`src/rtl/mem_access_stage.sv`:
```
// mem_access_stage: MEM stage of the 16-bit pipelined CPU.
// Performs one data-memory read or write per memory instruction over a
// req/ack handshake, stalls upstream while the access is outstanding, and
// registers the MEM/WB fields for write-back.
//
// Optional feature macro: MEM_TIMEOUT_EN (abort a WAIT after TIMEOUT cycles).
//
// Ports:
//   clk_i, rst_i          clock, synchronous active-high reset
//   WB_i, MEM_i           EX/MEM control (RegWrite/MemtoReg, MemRead/MemWrite)
//   FU_result_i           ALU result / memory address
//   RT_data_i             store data
//   Write_dst_i           destination register
//   stall_o               combinational upstream hold
//   dmem_*                registered memory request channel, ack/rdata inputs
//   WB_o, Read_data_o,
//   FU_result_o,
//   Write_dst_o           registered MEM/WB fields
//   err_o                 sticky error (illegal MEM_i, timeout abort)
module mem_access_stage #(
  parameter int unsigned ADDR_W  = 16,
  parameter int unsigned TIMEOUT = 64
) (
  input  logic              clk_i,
  input  logic              rst_i,
  input  logic [1:0]        WB_i,
  input  logic [1:0]        MEM_i,
  input  logic [15:0]       FU_result_i,
  input  logic [15:0]       RT_data_i,
  input  logic [2:0]        Write_dst_i,
  output logic              stall_o,
  output logic              dmem_req_o,
  output logic              dmem_we_o,
  output logic [ADDR_W-1:0] dmem_addr_o,
  output logic [15:0]       dmem_wdata_o,
  input  logic              dmem_ack_i,
  input  logic [15:0]       dmem_rdata_i,
  output logic [1:0]        WB_o,
  output logic [15:0]       Read_data_o,
  output logic [15:0]       FU_result_o,
  output logic [2:0]        Write_dst_o,
  output logic              err_o
);

  localparam int unsigned CNT_W = $clog2(TIMEOUT + 1);
`ifdef MEM_TIMEOUT_EN
  localparam bit TMO_EN = 1'b1;
`else
  localparam bit TMO_EN = 1'b0;
`endif

  typedef enum logic {S_IDLE, S_WAIT} state_t;

  // Command captured at detect time, replayed into MEM/WB on ack
  typedef struct packed {
    logic [1:0]  wb;
    logic [15:0] fu;
    logic [2:0]  dst;
    logic        we;
  } cmd_t;

  state_t            state_q, state_d;
  cmd_t              cmd_q, cmd_d;
  logic [CNT_W-1:0]  cnt_q, cnt_d;
  logic              req_q, req_d, we_q, we_d, err_q, err_d;
  logic [ADDR_W-1:0] addr_q, addr_d;
  logic [15:0]       wdata_q, wdata_d, rd_q, rd_d, fu_q, fu_d;
  logic [1:0]        wb_q, wb_d;
  logic [2:0]        dst_q, dst_d;
  logic              stall_c, access_c, timeout_c;

  assign access_c  = MEM_i[1] | MEM_i[0];
  assign timeout_c = TMO_EN && (cnt_q == CNT_W'(TIMEOUT));

  // State and output registers
  always_ff @(posedge clk_i) begin
    if (rst_i) begin
      state_q <= S_IDLE;
      cmd_q   <= '0;
      cnt_q   <= '0;
      req_q   <= 1'b0;
      we_q    <= 1'b0;
      addr_q  <= '0;
      wdata_q <= '0;
      wb_q    <= '0;
      rd_q    <= '0;
      fu_q    <= '0;
      dst_q   <= '0;
      err_q   <= 1'b0;
    end else begin
      state_q <= state_d;
      cmd_q   <= cmd_d;
      cnt_q   <= cnt_d;
      req_q   <= req_d;
      we_q    <= we_d;
      addr_q  <= addr_d;
      wdata_q <= wdata_d;
      wb_q    <= wb_d;
      rd_q    <= rd_d;
      fu_q    <= fu_d;
      dst_q   <= dst_d;
      err_q   <= err_d;
    end
  end

  // Next-state and next-output logic; MEM/WB defaults to a bubble
  always_comb begin
    state_d = state_q;
    cmd_d   = cmd_q;
    cnt_d   = cnt_q;
    req_d   = req_q;
    we_d    = we_q;
    addr_d  = addr_q;
    wdata_d = wdata_q;
    err_d   = err_q;
    wb_d    = '0;
    rd_d    = '0;
    fu_d    = '0;
    dst_d   = '0;
    stall_c = 1'b0;
    case (state_q)
      S_IDLE: begin
        if (access_c) begin
          stall_c   = 1'b1;
          cmd_d.wb  = WB_i;
          cmd_d.fu  = FU_result_i;
          cmd_d.dst = Write_dst_i;
          cmd_d.we  = MEM_i[0];
          req_d     = 1'b1;
          we_d      = MEM_i[0];
          addr_d    = FU_result_i[ADDR_W-1:0];
          wdata_d   = RT_data_i;
          cnt_d     = '0;
          // MemRead and MemWrite together: do the write, flag the error
          if (MEM_i == 2'b11) err_d = 1'b1;
          state_d   = S_WAIT;
        end else begin
          wb_d  = WB_i;
          fu_d  = FU_result_i;
          dst_d = Write_dst_i;
        end
      end
      S_WAIT: begin
        if (dmem_ack_i) begin
          wb_d    = cmd_q.wb;
          fu_d    = cmd_q.fu;
          dst_d   = cmd_q.dst;
          rd_d    = cmd_q.we ? 16'h0000 : dmem_rdata_i;
          req_d   = 1'b0;
          state_d = S_IDLE;
        end else if (timeout_c) begin
          // Abort: release the pipeline without a register write
          rd_d    = 16'hDEAD;
          err_d   = 1'b1;
          req_d   = 1'b0;
          state_d = S_IDLE;
        end else begin
          stall_c = 1'b1;
          cnt_d   = cnt_q + CNT_W'(1);
        end
      end
      default: state_d = S_IDLE;
    endcase
  end

  // Reset forces every output low, including the combinational stall
  assign stall_o      = stall_c & ~rst_i;
  assign dmem_req_o   = req_q;
  assign dmem_we_o    = we_q;
  assign dmem_addr_o  = addr_q;
  assign dmem_wdata_o = wdata_q;
  assign WB_o         = wb_q;
  assign Read_data_o  = rd_q;
  assign FU_result_o  = fu_q;
  assign Write_dst_o  = dst_q;
  assign err_o        = err_q;

endmodule
```
`config.mk`:
```
export PLATFORM = sky130hd
export DESIGN_NAME = mem_access_stage
export DESIGN_NICKNAME = d
export VERILOG_FILES = /design/src/rtl/mem_access_stage.sv
export SDC_FILE = /design/constraint.sdc
export NUM_CORES = 1
export LEC_CHECK = 0
export ABC_AREA = 1
export CORE_MARGIN = 2
export CORE_UTILIZATION = 45
export CTS_CLUSTER_SIZE = 8
export DETAILED_ROUTE_END_ITERATION = 10
export GPL_ROUTABILITY_DRIVEN = 0
export HOLD_SLACK_MARGIN = 0.12
export PLACE_DENSITY = 0.85
export REMOVE_ABC_BUFFERS = 1
export SYNTH_ARGS = -nofsm -noshare
export SYNTH_HDL_FRONTEND = slang
export SYNTH_SLANG_ARGS = --single-unit
```
`constraint.sdc`:
```
create_clock -name clk_i -period 3.51 [get_ports clk_i]
set_clock_uncertainty 0.05 [all_clocks]
set_input_delay 0.702 -clock clk_i [delete_from_list [all_inputs] [get_ports clk_i]]
set_output_delay 0.702 -clock clk_i [all_outputs]
set_load 0.1 [all_outputs]
```
# After elaboration in Yosys (flattened, before gate mapping)
# Cells that the tools add are included.
word_totals:
  reg_bits: 78
  input_bits: 58
  out_inout_bits: 73
  elab_cells: 43
classes:
  eq_ne: 4
  n_mux: 18
  n_bitwise: 5
  reduce_logical: 4
op_table:
  columns: ["op", "n"]
  rows:
  - ["$mux 16", 2]
  - ["$pmux 16 s2", 1]
  - ["$mux 1", 7]
  - ["$mux 3", 2]
  - ["$ne 2x2->1 const B", 3]
  - ["$pmux 3 s2", 1]
  - ["$mux 2", 2]
  - ["$pmux 1 s2", 2]
  - ["$pmux 2 s2", 1]
  - ["$reduce_and 2->1", 2]
  - ["$reduce_or 4->1", 1]
  - ["$not 1->1", 3]
  - ["$reduce_and 3->1", 1]
  - ["$eq 2x2->1 const B", 1]
  - ["$and 1x1->1", 1]
  - ["$or 1x1->1", 1]

# Logic depth before layout (Yosys ltp)
logic_depth:
  ltp_word: 4
  depth_mapped: 7
  ltp_nobuf: 5

# Least setup slack after synthesis
# OpenSTA, ideal clock, no wires.
synth_timing:
  path_kind: "in2out"
  startpoint: "in rst_i"
  endpoint: "out stall_o"
  arrival_ns: 2.503
  t_required_ns: 2.758
  path_slack_ns: 0.255
  path_stages: 4
  path_buffers: 1
  path_cell_list: "inv_2 > buf_2 > nand2_1 > a21oi_1"
synth_via:
  elab_chain_len: 2
synth_lines:
  columns: ["element", "line", "source"]
  rows:
  - ["start, declared", "25", "input logic rst_i,"]
  - ["$not 1->1", "167", "assign stall_o = stall_c & ~rst_i;"]
  - ["$and 1x1->1", "167", null]
  - ["end, declared", "31", "output logic stall_o,"]
# No other way between the ends.

# Final worst setup path
layout_timing:
  startpoint: "reg addr_q[0] (netlist: dmem_addr_o[0])"
  endpoint: "out dmem_addr_o[0]"
layout_lines:
  columns: ["element", "line", "source"]
  rows:
  - ["start, declared", "66", "logic [ADDR_W-1:0] addr_q, addr_d;"]
  - ["start signal, assigned", "96", "addr_q <= addr_d;"]
  - ["end, declared", "34", "output logic [ADDR_W-1:0] dmem_addr_o,"]
# No word-level cell between the ends.

==> tab_implementation.tex <==
\begin{tabular}{lr}
\hline
Metric & Value \\
\hline
\multicolumn{2}{l}{\textbf{Power}} \\
Pint & 0.00156 W \\
P\_leak & approximately 2.1 nW \\
Total net switching power & 0.000873 W \\
Clock Power Share & 31.2\% \\
Register share of total power & about two fifths \\
Switching Share & between 30\% and 40\% \\
Power density over cell area & 550 nW/um\^{}2 \\
Fraction of power consumed by combinational cells & 28.8\% \\
Worst ir drop on vdd & approximately 320 uV \\
\multicolumn{2}{l}{\textbf{Worst setup path}} \\
Endpoint class of the critical path & output port \\
CP delay by family, top & buffers and inverters \\
Category of the most critical setup path & reg2out \\
Critical path startpoint category & flip-flop \\
Data arrival time of the critical path & 1.86 ns \\
Crit-path slowest cell & sky130\_fd\_sc\_hd\_\_clkdlybuf4s50\_1 \\
Max FO, Critical Path & 3 \\
Count of buffer and inverter cells on the critical path & 1 \\
WP data required & between 2 and 3 ns \\
Biggest cell delay along the critical path & $\sim$1.2 ns \\
Critical path cell sequence & clkdlybuf4s50\_1 \\
\multicolumn{2}{l}{\textbf{Global route}} \\
Initial antenna violation count & 0 \\
Via count of the first global-routing pass & 2566 \\
GR Overflow Total & 0 \\
Total global routing track utilization & 19.0\% \\
Maximum number of pins on one net before global-route repair & 76 \\
Wire length of the first global-routing pass & 11100 um \\
\multicolumn{2}{l}{\textbf{Clock network}} \\
Number of buffers inserted to repair setup after CTS & 0 \\
Root cell of the clock tree & sky130\_fd\_sc\_hd\_\_clkbuf\_8 \\
Buffer depth of the longest clock path & 2 \\
Cts hold-fix bufs & 0 \\
H-tree lvl count & 3 \\
Clock slew seen by the registers of the worst setup and hold paths & about 0.080 ns \\
Sinks on the clock net & 78 \\
Num CTS Buffers & 9 \\
Clk Latency, worst-skew pair & about 0.35 ns \\
\# resized after CTS & 0 \\
Clock tree from TritonCTS & done \\
\multicolumn{2}{l}{\textbf{Place}} \\
Detailed Place HPWL & 4740 um \\
Port buffer count & 130 \\
Placed cell area & about 4200 sq um \\
Pre-CTS setup slack & 0.845 ns \\
\multicolumn{2}{l}{\textbf{Yosys}} \\
Post-synthesis async set-or-reset flop share & 0\% \\
Sequential area share after synthesis & 52.7\% \\
Synth Flop Type & sky130\_fd\_sc\_hd\_\_dfxtp\_1 \\
Number of distinct standard cells referenced by the synthesized netlist & 16 \\
Most used standard cells in the synthesized netlist & 100 x sky130\_fd\_sc\_hd\_\_nand2\_1, 94 x sky130\_fd\_sc\_hd\_\_nor2\_1, 78 x sky130\_fd\_sc\_hd\_\_dfxtp\_1 \\
Leading cell types by total area after synthesis & sky130\_fd\_sc\_hd\_\_dfxtp\_1 53\%, sky130\_fd\_sc\_hd\_\_nand2\_1 13\%, sky130\_fd\_sc\_hd\_\_nor2\_1 12\% \\
Synthesized area divided by synthesized cell count & 7.17 sq um \\
Most frequent cell after synthesis & sky130\_fd\_sc\_hd\_\_nand2\_1 \\
Post-synth EDFFs & 0 \\
Post-synthesis instance total & 413 \\
Post-synth top area cell & sky130\_fd\_sc\_hd\_\_dfxtp\_1 \\
Number of register bits inferred by synthesis & 78 \\
Cell Area, Synth & 2960 sq um \\
Area share of the leading cell type in the synthesized netlist & 52.7\% \\
Number of warning messages in the yosys log & 0 \\
\multicolumn{2}{l}{\textbf{Final layout}} \\
Number of inserted diodes & 0 \\
Net count reported at finish & 579 \\
Area of all placed cells without fillers & 4420 sq um \\
Layout Utilization & $\sim$70\% \\
Signed area change from the synthesized netlist to the final layout & 49.1\% \\
Share of layout cells above drive strength 1 & 4.75\% \\
\multicolumn{2}{l}{\textbf{Floorplan}} \\
Total die area & roughly 7200 sq um \\
X dimension of the die & 85.1 um \\
Initial Utilization & 46.6\% \\
Core Region & 6350 sq um \\
Die Height & roughly 85 um \\
Ports placed on the boundary & 131 \\
Core Rows & 29 \\
\multicolumn{2}{l}{\textbf{Routing}} \\
Pre-antenna DRT Iters & 4 \\
Number of design rule violations left after detail routing & 0 \\
Total wire length & 6800 um \\
Via count & 2678 \\
Number of antenna-violating nets in the routed design & 0 \\
Iteration-0 DRC Markers & 104 \\
WL per Instance & about 11 um \\
Routed via count divided by cell count & 4.44 \\
\multicolumn{2}{l}{\textbf{STA}} \\
Time the final worst path needs with I/O delays and setup & 2.61 ns \\
Achievable clock frequency & around 0.38 GHz \\
Setup repair after global routing missed its margin & false \\
Worst path setup slack after routing & 0.900 ns \\
Max Transition Viols Final & 0 \\
Worst-margin pin slew & 1.00 ns \\
Share of the clock period used by the worst path & 74.4\% \\
Number of endpoints with negative hold slack in the final report & 0 \\
Slew margin rel. & 32.9\% \\
Final setup violating endpoints & 0 \\
\multicolumn{2}{l}{\textbf{Min path}} \\
Tightest Hold Check Type & reg2reg \\
\multicolumn{2}{l}{\textbf{Run}} \\
Max-capacitance violation count & 0 \\
\multicolumn{2}{l}{\textbf{Status}} \\
Run status & finished, final reports clean \\
\hline
\end{tabular}
-- worst paths after layout --
| kind | startpoint | endpoint | slack (ns) | cells past startpoint |
|---|---|---|---|---|
| hold / removal | cmd_q[20]$_SDFFE_PP0P_ | WB_o[0]$_SDFF_PP0_ | 0.42 | 2 |
| setup reg to reg | state_q$_SDFF_PP0_ | FU_result_o[13]$_SDFF_PP0_ | 1.92 | 3 |
| hold reg to reg | cmd_q[20]$_SDFFE_PP0P_ | WB_o[0]$_SDFF_PP0_ | 0.42 | 2 |
| setup / recovery | dmem_addr_o[0]$_SDFFE_PP0P_ | dmem_addr_o[0] | 0.90 | 1 |
-- routing by layer --
layer	GRT usage [%]	wire length (um)
met5	0	0
met4	9.52	160
met3	4.86	496
met2	32.8	3380
met1	21.7	2770
-- through the flow --
step                      power [W]  hold slack, ns  setup TNS [ns]  std cells
after detailed placement    0.00169           0.412               0        587
final                       0.00243           0.419               0        603
after global placement      0.00168           0.404               0        587
after global routing        0.00253           0.436               0        603
after CTS                   0.00245           0.424               0        603
after floorplan             0.00149           0.399         -0.0792        377
-- flip-flops by register name, summed over array words and instances (netlist names) --
name	flops
dmem_wdata_o	16
state_q	1
dmem_addr_o	16
WB_o	2
FU_result_o	16
dmem_we_o	1
err_o	1
Write_dst_o	3
cmd_q	5
dmem_req_o	1
Read_data_o	16
-- kinds of logic (layout without fill, tap and decap cells) --
| logic type | count (synthesis) | in the layout | synth area share, % |
|---|---|---|---|
| AO/OA/AOI/OAI | 26 | 26 | 5.32 |
| buffers and inverters | 112 | 225 | 16.8 |
| flip-flops | 78 | 78 | 52.7 |
| AND/OR/NAND/NOR | 197 | 197 | 25.2 |
-- power groups by stage --
stage                     Sequential [W]  Combinational, W  Clock (W)
after CTS                       0.000974          0.000703   0.000769
after global routing            0.000981          0.000736   0.000815
final                           0.000973          0.000699   0.000757
after floorplan                  0.00135          0.000140          0
after global placement          0.000992          0.000690          0
after detailed placement        0.000994          0.000700          0
-- cell usage in the layout (no fill, tap or decap), drive strengths merged --
| master | n |
|---|---|
| clkdlybuf4s50 | 127 |
| nand2 | 100 |
| nor2 | 95 |
| dfxtp | 78 |
| inv | 76 |
| o22ai | 21 |
| clkbuf | 10 |
| buf | 6 |
| clkinv | 4 |
| a21oi | 3 |
| bufinv | 2 |
| nand3 | 1 |
| or2 | 1 |
| o21ai | 1 |
| a31oi | 1 |
-- area by class of cell --
cell class,count,area [sq um]
timing repair buffer,133,1330
clock buffer,10,138
inverter,76,285
tap,77,96.3
clock inverter,6,95.1
fill,508,1930
multi-input combinational,223,911
sequential,78,1560
Note: power is estimated with default switching activity, not from simulation.
